### config.mk
export PLATFORM = sky130hd
export DESIGN_NAME = draw_scheduler
export DESIGN_NICKNAME = d
export VERILOG_FILES = /design/src/rtl/draw_scheduler.sv
export SDC_FILE = /design/constraint.sdc
export NUM_CORES = 1
export LEC_CHECK = 0
export BUFFER_PORTS_ARGS = -buffer_cell sky130_fd_sc_hd__buf_4
export CAP_MARGIN = 20
export CORE_UTILIZATION = 25
export CTS_BUF_LIST = sky130_fd_sc_hd__clkbuf_2
export DETAILED_ROUTE_END_ITERATION = 8
export PLACE_DENSITY = 0.5
export SLEW_MARGIN = 10
export SYNTH_ARGS = -nofsm -noshare
export SYNTH_HDL_FRONTEND = slang
export SYNTH_SLANG_ARGS = --single-unit
export TNS_END_PERCENT = 5
### constraint.sdc
create_clock -name clk -period 2.7 [get_ports clk]
set_input_delay 0.54 -clock clk [delete_from_list [all_inputs] [get_ports clk]]
set_output_delay 0.54 -clock clk [all_outputs]
set_load 0.1 [all_outputs]
### src/rtl/draw_scheduler.sv
// Frame sequencer: clears the screen, then runs each masked drawing client in turn and
// muxes the active client's pixel stream onto a single registered VGA write port.
module draw_scheduler #(
  parameter int unsigned CLEAR_W     = 320,
  parameter int unsigned CLEAR_H     = 240,
  parameter logic [11:0] CLEAR_COLOR = 12'h000,
  parameter int unsigned TIMEOUT     = 200000
) (
  input  logic        clk,
  input  logic        resetn,
  input  logic        frame_tick,
  input  logic [3:0]  client_mask,
  input  logic [3:0]  client_done,
  input  logic [35:0] client_x,
  input  logic [31:0] client_y,
  input  logic [47:0] client_color,
  input  logic [3:0]  client_we,
  output logic [3:0]  client_enable,
  output logic [8:0]  vga_x,
  output logic [7:0]  vga_y,
  output logic [11:0] vga_color,
  output logic        vga_we,
  output logic        busy,
  output logic        frame_done,
  output logic [3:0]  timeout_flags,
  output logic        overrun
);
  localparam int unsigned TW = $clog2(TIMEOUT + 1);
  localparam logic [8:0] XLast = 9'(CLEAR_W - 1);
  localparam logic [7:0] YLast = 8'(CLEAR_H - 1);
  localparam logic [TW-1:0] TLast = TW'(TIMEOUT - 1);

  typedef enum logic [2:0] {
    S_IDLE, S_CLEAR, S_SELECT, S_ENABLE, S_WAIT, S_FRAME_DONE
  } state_e;

  state_e r_state, w_state_next;
  logic [3:0]    r_mask, w_mask_next;
  logic          r_pending, w_pending_next;
  logic          r_overrun, w_overrun_next;
  logic [3:0]    r_tflags, w_tflags_next;
  logic [2:0]    r_k, w_k_next;
  logic [8:0]    r_cx, w_cx_next;
  logic [7:0]    r_cy, w_cy_next;
  logic [TW-1:0] r_tcnt, w_tcnt_next;
  logic [8:0]    r_vga_x, w_pix_x;
  logic [7:0]    r_vga_y, w_pix_y;
  logic [11:0]   r_vga_color, w_pix_color;
  logic          r_vga_we, w_pix_we;
  logic [1:0]    w_idx;
  logic [8:0]    w_xs [4];
  logic [7:0]    w_ys [4];
  logic [11:0]   w_cs [4];

  assign w_idx = r_k[1:0];

  always_comb begin
    for (int i = 0; i < 4; i++) begin
      w_xs[i] = client_x[9*i +: 9];
      w_ys[i] = client_y[8*i +: 8];
      w_cs[i] = client_color[12*i +: 12];
    end
  end

  always_comb begin
    w_state_next   = r_state;
    w_mask_next    = r_mask;
    w_pending_next = r_pending;
    w_overrun_next = r_overrun;
    w_tflags_next  = r_tflags;
    w_k_next       = r_k;
    w_cx_next      = r_cx;
    w_cy_next      = r_cy;
    w_tcnt_next    = r_tcnt;
    w_pix_we       = 1'b0;
    w_pix_x        = r_vga_x;
    w_pix_y        = r_vga_y;
    w_pix_color    = r_vga_color;

    // One-deep tick queue while a frame is in flight; a second queued tick is an overrun.
    if (r_state != S_IDLE && frame_tick) begin
      if (r_pending) w_overrun_next = 1'b1;
      else           w_pending_next = 1'b1;
    end

    unique case (r_state)
      S_IDLE: begin
        if (frame_tick || r_pending) begin
          w_mask_next    = client_mask;
          w_pending_next = 1'b0;
          w_k_next       = 3'd0;
          w_cx_next      = 9'd0;
          w_cy_next      = 8'd0;
          w_state_next   = S_CLEAR;
        end
      end
      S_CLEAR: begin
        w_pix_we    = 1'b1;
        w_pix_x     = r_cx;
        w_pix_y     = r_cy;
        w_pix_color = CLEAR_COLOR;
        if (r_cx == XLast) begin
          w_cx_next = 9'd0;
          if (r_cy == YLast) begin
            w_cy_next    = 8'd0;
            w_state_next = S_SELECT;
          end else begin
            w_cy_next = r_cy + 8'd1;
          end
        end else begin
          w_cx_next = r_cx + 9'd1;
        end
      end
      S_SELECT: begin
        if (r_k == 3'd4)          w_state_next = S_FRAME_DONE;
        else if (!r_mask[w_idx])  w_k_next = r_k + 3'd1;
        else                      w_state_next = S_ENABLE;
      end
      S_ENABLE: begin
        w_tcnt_next  = '0;
        w_state_next = S_WAIT;
      end
      S_WAIT: begin
        if (client_we[w_idx]) begin
          w_pix_we    = 1'b1;
          w_pix_x     = w_xs[w_idx];
          w_pix_y     = w_ys[w_idx];
          w_pix_color = w_cs[w_idx];
        end
        if (client_done[w_idx]) begin
          w_k_next     = r_k + 3'd1;
          w_state_next = S_SELECT;
        end else if (r_tcnt == TLast) begin
          w_tflags_next[w_idx] = 1'b1;
          w_k_next             = r_k + 3'd1;
          w_state_next         = S_SELECT;
        end else begin
          w_tcnt_next = r_tcnt + 1'b1;
        end
      end
      S_FRAME_DONE: w_state_next = S_IDLE;
      default:      w_state_next = S_IDLE;
    endcase
  end

  always_ff @(posedge clk or negedge resetn) begin
    if (!resetn) begin
      r_state     <= S_IDLE;
      r_mask      <= '0;
      r_pending   <= 1'b0;
      r_overrun   <= 1'b0;
      r_tflags    <= '0;
      r_k         <= '0;
      r_cx        <= '0;
      r_cy        <= '0;
      r_tcnt      <= '0;
      r_vga_x     <= '0;
      r_vga_y     <= '0;
      r_vga_color <= '0;
      r_vga_we    <= 1'b0;
    end else begin
      r_state     <= w_state_next;
      r_mask      <= w_mask_next;
      r_pending   <= w_pending_next;
      r_overrun   <= w_overrun_next;
      r_tflags    <= w_tflags_next;
      r_k         <= w_k_next;
      r_cx        <= w_cx_next;
      r_cy        <= w_cy_next;
      r_tcnt      <= w_tcnt_next;
      r_vga_x     <= w_pix_x;
      r_vga_y     <= w_pix_y;
      r_vga_color <= w_pix_color;
      r_vga_we    <= w_pix_we;
    end
  end

  assign client_enable = (r_state == S_ENABLE) ? (4'b0001 << w_idx) : 4'b0000;
  assign busy          = (r_state != S_IDLE) && (r_state != S_FRAME_DONE);
  assign frame_done    = (r_state == S_FRAME_DONE);
  assign vga_x         = r_vga_x;
  assign vga_y         = r_vga_y;
  assign vga_color     = r_vga_color;
  assign vga_we        = r_vga_we;
  assign timeout_flags = r_tflags;
  assign overrun       = r_overrun;

endmodule

**Word level (Yosys, flattened, before mapping)**

Index checks and enable logic that the tools add are counted.
Widths: inputs -> output; s select.

- Output and inout port bits: 41
- Flip-flop bits (word level): 81
- Logic and storage cells: 116
- Input port bits: 131

- Equality and inequality tests: 20
- Muxes and demuxes: 53
- Bitwise operators: 3
- Order comparisons: 3
- Add/sub/neg operators: 4
- Reduce and logical (&&, ||, !) cells: 19
- Shifts and indexed selects: 1

Operators with widths:

| operator | number |
|---|---|
| $mux 8 | 6 |
| $mux 9 | 5 |
| $mux 12 | 3 |
| $mux 18 | 2 |
| $mux 3 | 12 |
| $pmux 18 s2 | 1 |
| $pmux 9 s2 | 2 |
| $pmux 8 s2 | 2 |
| $bmux 12 s2 | 1 |
| $pmux 12 s2 | 1 |
| $add 18x1->18 const B | 1 |
| $bmux 9 s2 | 1 |
| $eq 18x18->1 const B | 1 |
| $bmux 8 s2 | 1 |
| $ne 2x2->1 const B | 8 |
| $pmux 3 s5 | 1 |
| $reduce_and 5->1 | 2 |
| $add 9x1->9 const B | 1 |
| $eq 3x3->1 const B | 3 |
| $eq 9x9->1 const B | 1 |
| $ne 3x3->1 const B | 3 |
| $pmux 3 s3 | 1 |
| $reduce_and 3->1 | 3 |
| $add 8x1->8 const B | 1 |
| 22 further kinds | 40 |

**Depth between registers and ports, before layout**

- Depth in word-level cells: 6
- Gate-level depth with buffers: 9
- Gate-level depth less buffers: 7

**Worst setup path after synthesis**

No wires, ideal clock.

- Path kind: flip-flop to output port
- From: register r_state[0]
- To: output port frame_done
- Arrival: 2.155 ns
- Path buffers: 2
- Cell stages (with the launch flop): 5
- Required time: 2.160 ns
- Setup slack: 0.005 ns
- Cells stage by stage: dfrtp_1 > buf_2 > buf_1 > nand2_1 > nor2_1

- Cells in the longest elaborated chain, start to end: 1

RTL lines:

| what | RTL line | text |
|---|---|---|
| start, declared | 37 | `state_e r_state, w_state_next;` |
| start signal, assigned | 162 | `r_state <= w_state_next;` |
| $eq 3x3->1 | 180 | `assign frame_done = (r_state == S_FRAME_DONE);` |
| end, declared | 24 | `output logic frame_done,` |

Every way passes these cells.

**Final worst setup path**

- From: register r_k[1]
- To: output port client_enable[3]

- Cells in the longest elaborated chain, start to end: 2

RTL lines:

| what | RTL line | text |
|---|---|---|
| start, declared | 42 | `logic [2:0] r_k, w_k_next;` |
| start signal, assigned | 167 | `r_k <= w_k_next;` |
| $shl 1x2->4 | 178 | `assign client_enable = (r_state == S_ENABLE) ? (4'b0001 << w_idx) : 4'b0000;` |
| $mux 4 | 178 |  |
| end, declared | 18 | `output logic [3:0] client_enable,` |

Every way passes these cells.

==> impl_results.md <==
- Status: finished clean
- Worst-Skew Late Latency: 530 ps
- Fin worst setup slack: 223 ps
- Antenna Nets Post-Route: 0
- Critical Path Sink: client_enable[3]
- Final min period: 2480 ps
- Die Ht: 142 um
- CORE AREA: 0.0189 mm2
- Fmax achieved: 404 MHz
- Worst Max-Slew Pin Slew: 762 ps
- Clock share of power: 0.127
- Met2 Usage GRT: 0.269
- FF-to-FF setup slack: 290 ps
- Crit path from: r_k[1]
- Register area share after synthesis: 0.415
- Syn Area/Cell: 10.3 um2
- Ys async rst share: 1.00
- Worst-path fanout max: 31
- # IOs: 172
- Die W: 142 um
- Layout cells sized above 1: 0.398
- Total Power: 4.22 mW
- Layout area overhead: 36.0%
- Initial Utilization: 0.258
- Post-synthesis instance area: 0.00488 mm2
- Relative max-transition margin: 0.487
- Critical path capture point type: primary output
- Row count: 50
- Ys Warns: 0
- Starting DRT DRC Count: 222
- Combinational power share: 0.465
- CTS max path bufs: 2
- Terminus of the critical flop-to-flop path: r_tcnt[9]
- Crit path required time: 2160 ps
- CTS H-tree lvls: 3
- Initial antenna violation count: 1
- Detailed-route via count: 4402
- Reg-to-Reg Start: r_k[0]
- Met1 Track Usage GR: 0.174
- Cell Area, Placed: 0.00651 mm2
- GRT overflow: 0
- Max-slew violations: 0
- Hold WC Path Type: primary input to flop
- Total CTS buffers: 9
- Top_reg_cell synth: dfrtp_1
- Drt pass-1 iters: 5
- Peak VDD IR: 0.000282 V
- DRT Wirelength: 14100 um
- Design Area, Final: 0.00664 mm2
- Worst hold start: client_mask[3]
- Final Wtd Congestion: 0.792
- Synth top area share: 0.415
- MaxCap Viol Count: 0
- Period utilization: 0.917
- Worst setup SP type: flop
- Area of the die: 0.0201 mm2
- Clock-pin slew on the worst setup and hold paths: 210 ps
- Final setup viols: 0
- GR peak layer: met2
- Mapped Nets: 613
- Gr usage total: 0.148
- Vias in the first global route: 4636
- CTS tree: built
- Seq pwr share: 0.407
- Final net count: 788
- Place WS: 213 ps
- P per Cell Area: 636 mW/mm2
- Switch share: 0.457
- Final count of hold timing violations: 0
- Clock root buffer: clkbuf_2
- WP data arrival: 1940 ps
- PortBufs: 171
- Commonest cells in the synthesized netlist: 81 x dfrtp_1, 72 x nand2_1, 37 x nand3_1, 37 x o21ai_0, 32 x mux4_2
- Pleak: 3.07 nW
- Cells after synthesis: 475
- Cell variety after synth: 56
- Area leader, netlist: dfrtp_1
- Setup_tns: 0 ps
- Final Skew: 32.8 ps
- Switching pwr: 1.93 mW
- DRC Markers: 0
- Largest net degree at the start of global routing: 49
- Fin util: 0.351
- GRT met3 Usage: 0.0337
- Drt wl/cell: 15.5 um
- Top cells by area, synth: dfrtp_1 42%, mux4_2 15%, nand2_1 5.5%
- Yosys reg bits: 81
- Clk sinks: 81
- RSZ-0062 raised after global routing: no
- Post-DP HPWL: 11000 um
- Most common cell in the synthesized netlist: dfrtp_1
- FF-to-FF path depth: 6
- Post-DR vias/cell: 4.81
- FILL cells: 1968
- Critical path class: flop to primary output
- First-pass GRT wire length: 23400 um
- Number of enable flip-flop cells after synthesis: 0
- Pint: 2.29 mW
[worst min path at each step]
stage / to / depth (start not counted)
after detailed placement: timeout_flags[2] / 1
after floorplan: overrun / 0
after global placement: timeout_flags[1] / 1
final: r_mask[3] / 3
after global routing: r_mask[3] / 3
after CTS: r_mask[3] / 3
[power groups by stage]
stage | sequential (mW) | clock [mW] | combinational [mW]
floorplan | 2.34 | 0 | 0.772
CTS | 1.72 | 0.563 | 1.98
global placement | 1.74 | 0 | 1.93
finish | 1.72 | 0.537 | 1.97
detailed placement | 1.75 | 0 | 1.97
global route | 1.77 | 0.614 | 2.10
[final cells by class]
cell class                      instances  area, um2  area share
Clock inverter                          4       21.3     0.00321
Multi-Input combinational cell        356       2700       0.407
Tap cell                              260        325      0.0490
Timing Repair Buffer                  194       1470       0.222
Antenna cell                            1       2.50    0.000377
Clock buffer                           11       55.1     0.00830
Sequential cell                        81       2030       0.306
Inverter                                8       30.0     0.00452
[flip-flops by register name (all words and copies together) (netlist names)]
signal,count
vga_color,12
timeout_flags,4
vga_x,9
r_mask,4
r_state,3
r_cy,8
vga_y,8
overrun,1
r_k,3
r_cx,9
vga_we,1
r_tcnt,18
r_pending,1
[placed cells by master, fill, tap and decap left out, types with 4 or more instances in the layout]
master    synthesis  layout
and2_1            7       7
or3_1             4       4
nand2_1          72      72
nand2b_1          6       6
o41ai_1           4       4
nand3_1          37      37
a21oi_1          14      13
buf_4             2     191
mux4_2           32      32
nand4_1           6       6
mux2i_1          20      20
nor2_1           24      24
or3b_2            4       4
o21ai_0          37      37
and3_1            5       5
a31oi_1           5       5
nor3_1            7       6
ha_1              7       6
a21o_1            5       5
nor2b_1           4       4
o31ai_1           7       7
inv_1             8       8
dfrtp_1          81      79
clkbuf_2          0      11
nor4b_1           4       4
or4_1             4       4
[critical path: stages (launching register included)]
cell and delay [ps]:
dfrtp_2 480, buf_8 260, ha_2 280, and2_1 130, buf_4 280
[metrics by stage]
| stage | hold slack, ps | cells |
|---|---|---|
| after floorplan | 244 | 475 |
| after global placement | 447 | 896 |
| after detailed placement | 449 | 896 |
| after CTS | 153 | 912 |
| after global routing | 137 | 915 |
| final | 200 | 915 |
[what timing repair did]
action	CTS	global route
hold buffers	1	0
gates resized for setup	2	5
buffers inserted	0	2
hold endpoints to repair	22	0
setup endpoints to repair	1	1
[per-layer routing]
| metal | up-vias | share of wire |
|---|---|---|
| met5 | - | 0 |
| met4 | 0 | 0.0091 |
| met3 | 11 | 0.049 |
| met2 | 123 | 0.54 |
| met1 | 2152 | 0.40 |
| li1 | 2116 | - |
[logic make-up after synthesis]
kind of cell / count (synthesis) / synth area share
xor gates and xnor gates: 5 / 0.00897
buffers and inverters: 38 / 0.0341
DFF: 81 / 0.415
AOI/OAI and AO/OA: 92 / 0.124
muxes: 54 / 0.193
adders and majority gates: 7 / 0.0179
and+or+nand+nor: 198 / 0.206
(Power assumes the default switching activity.)
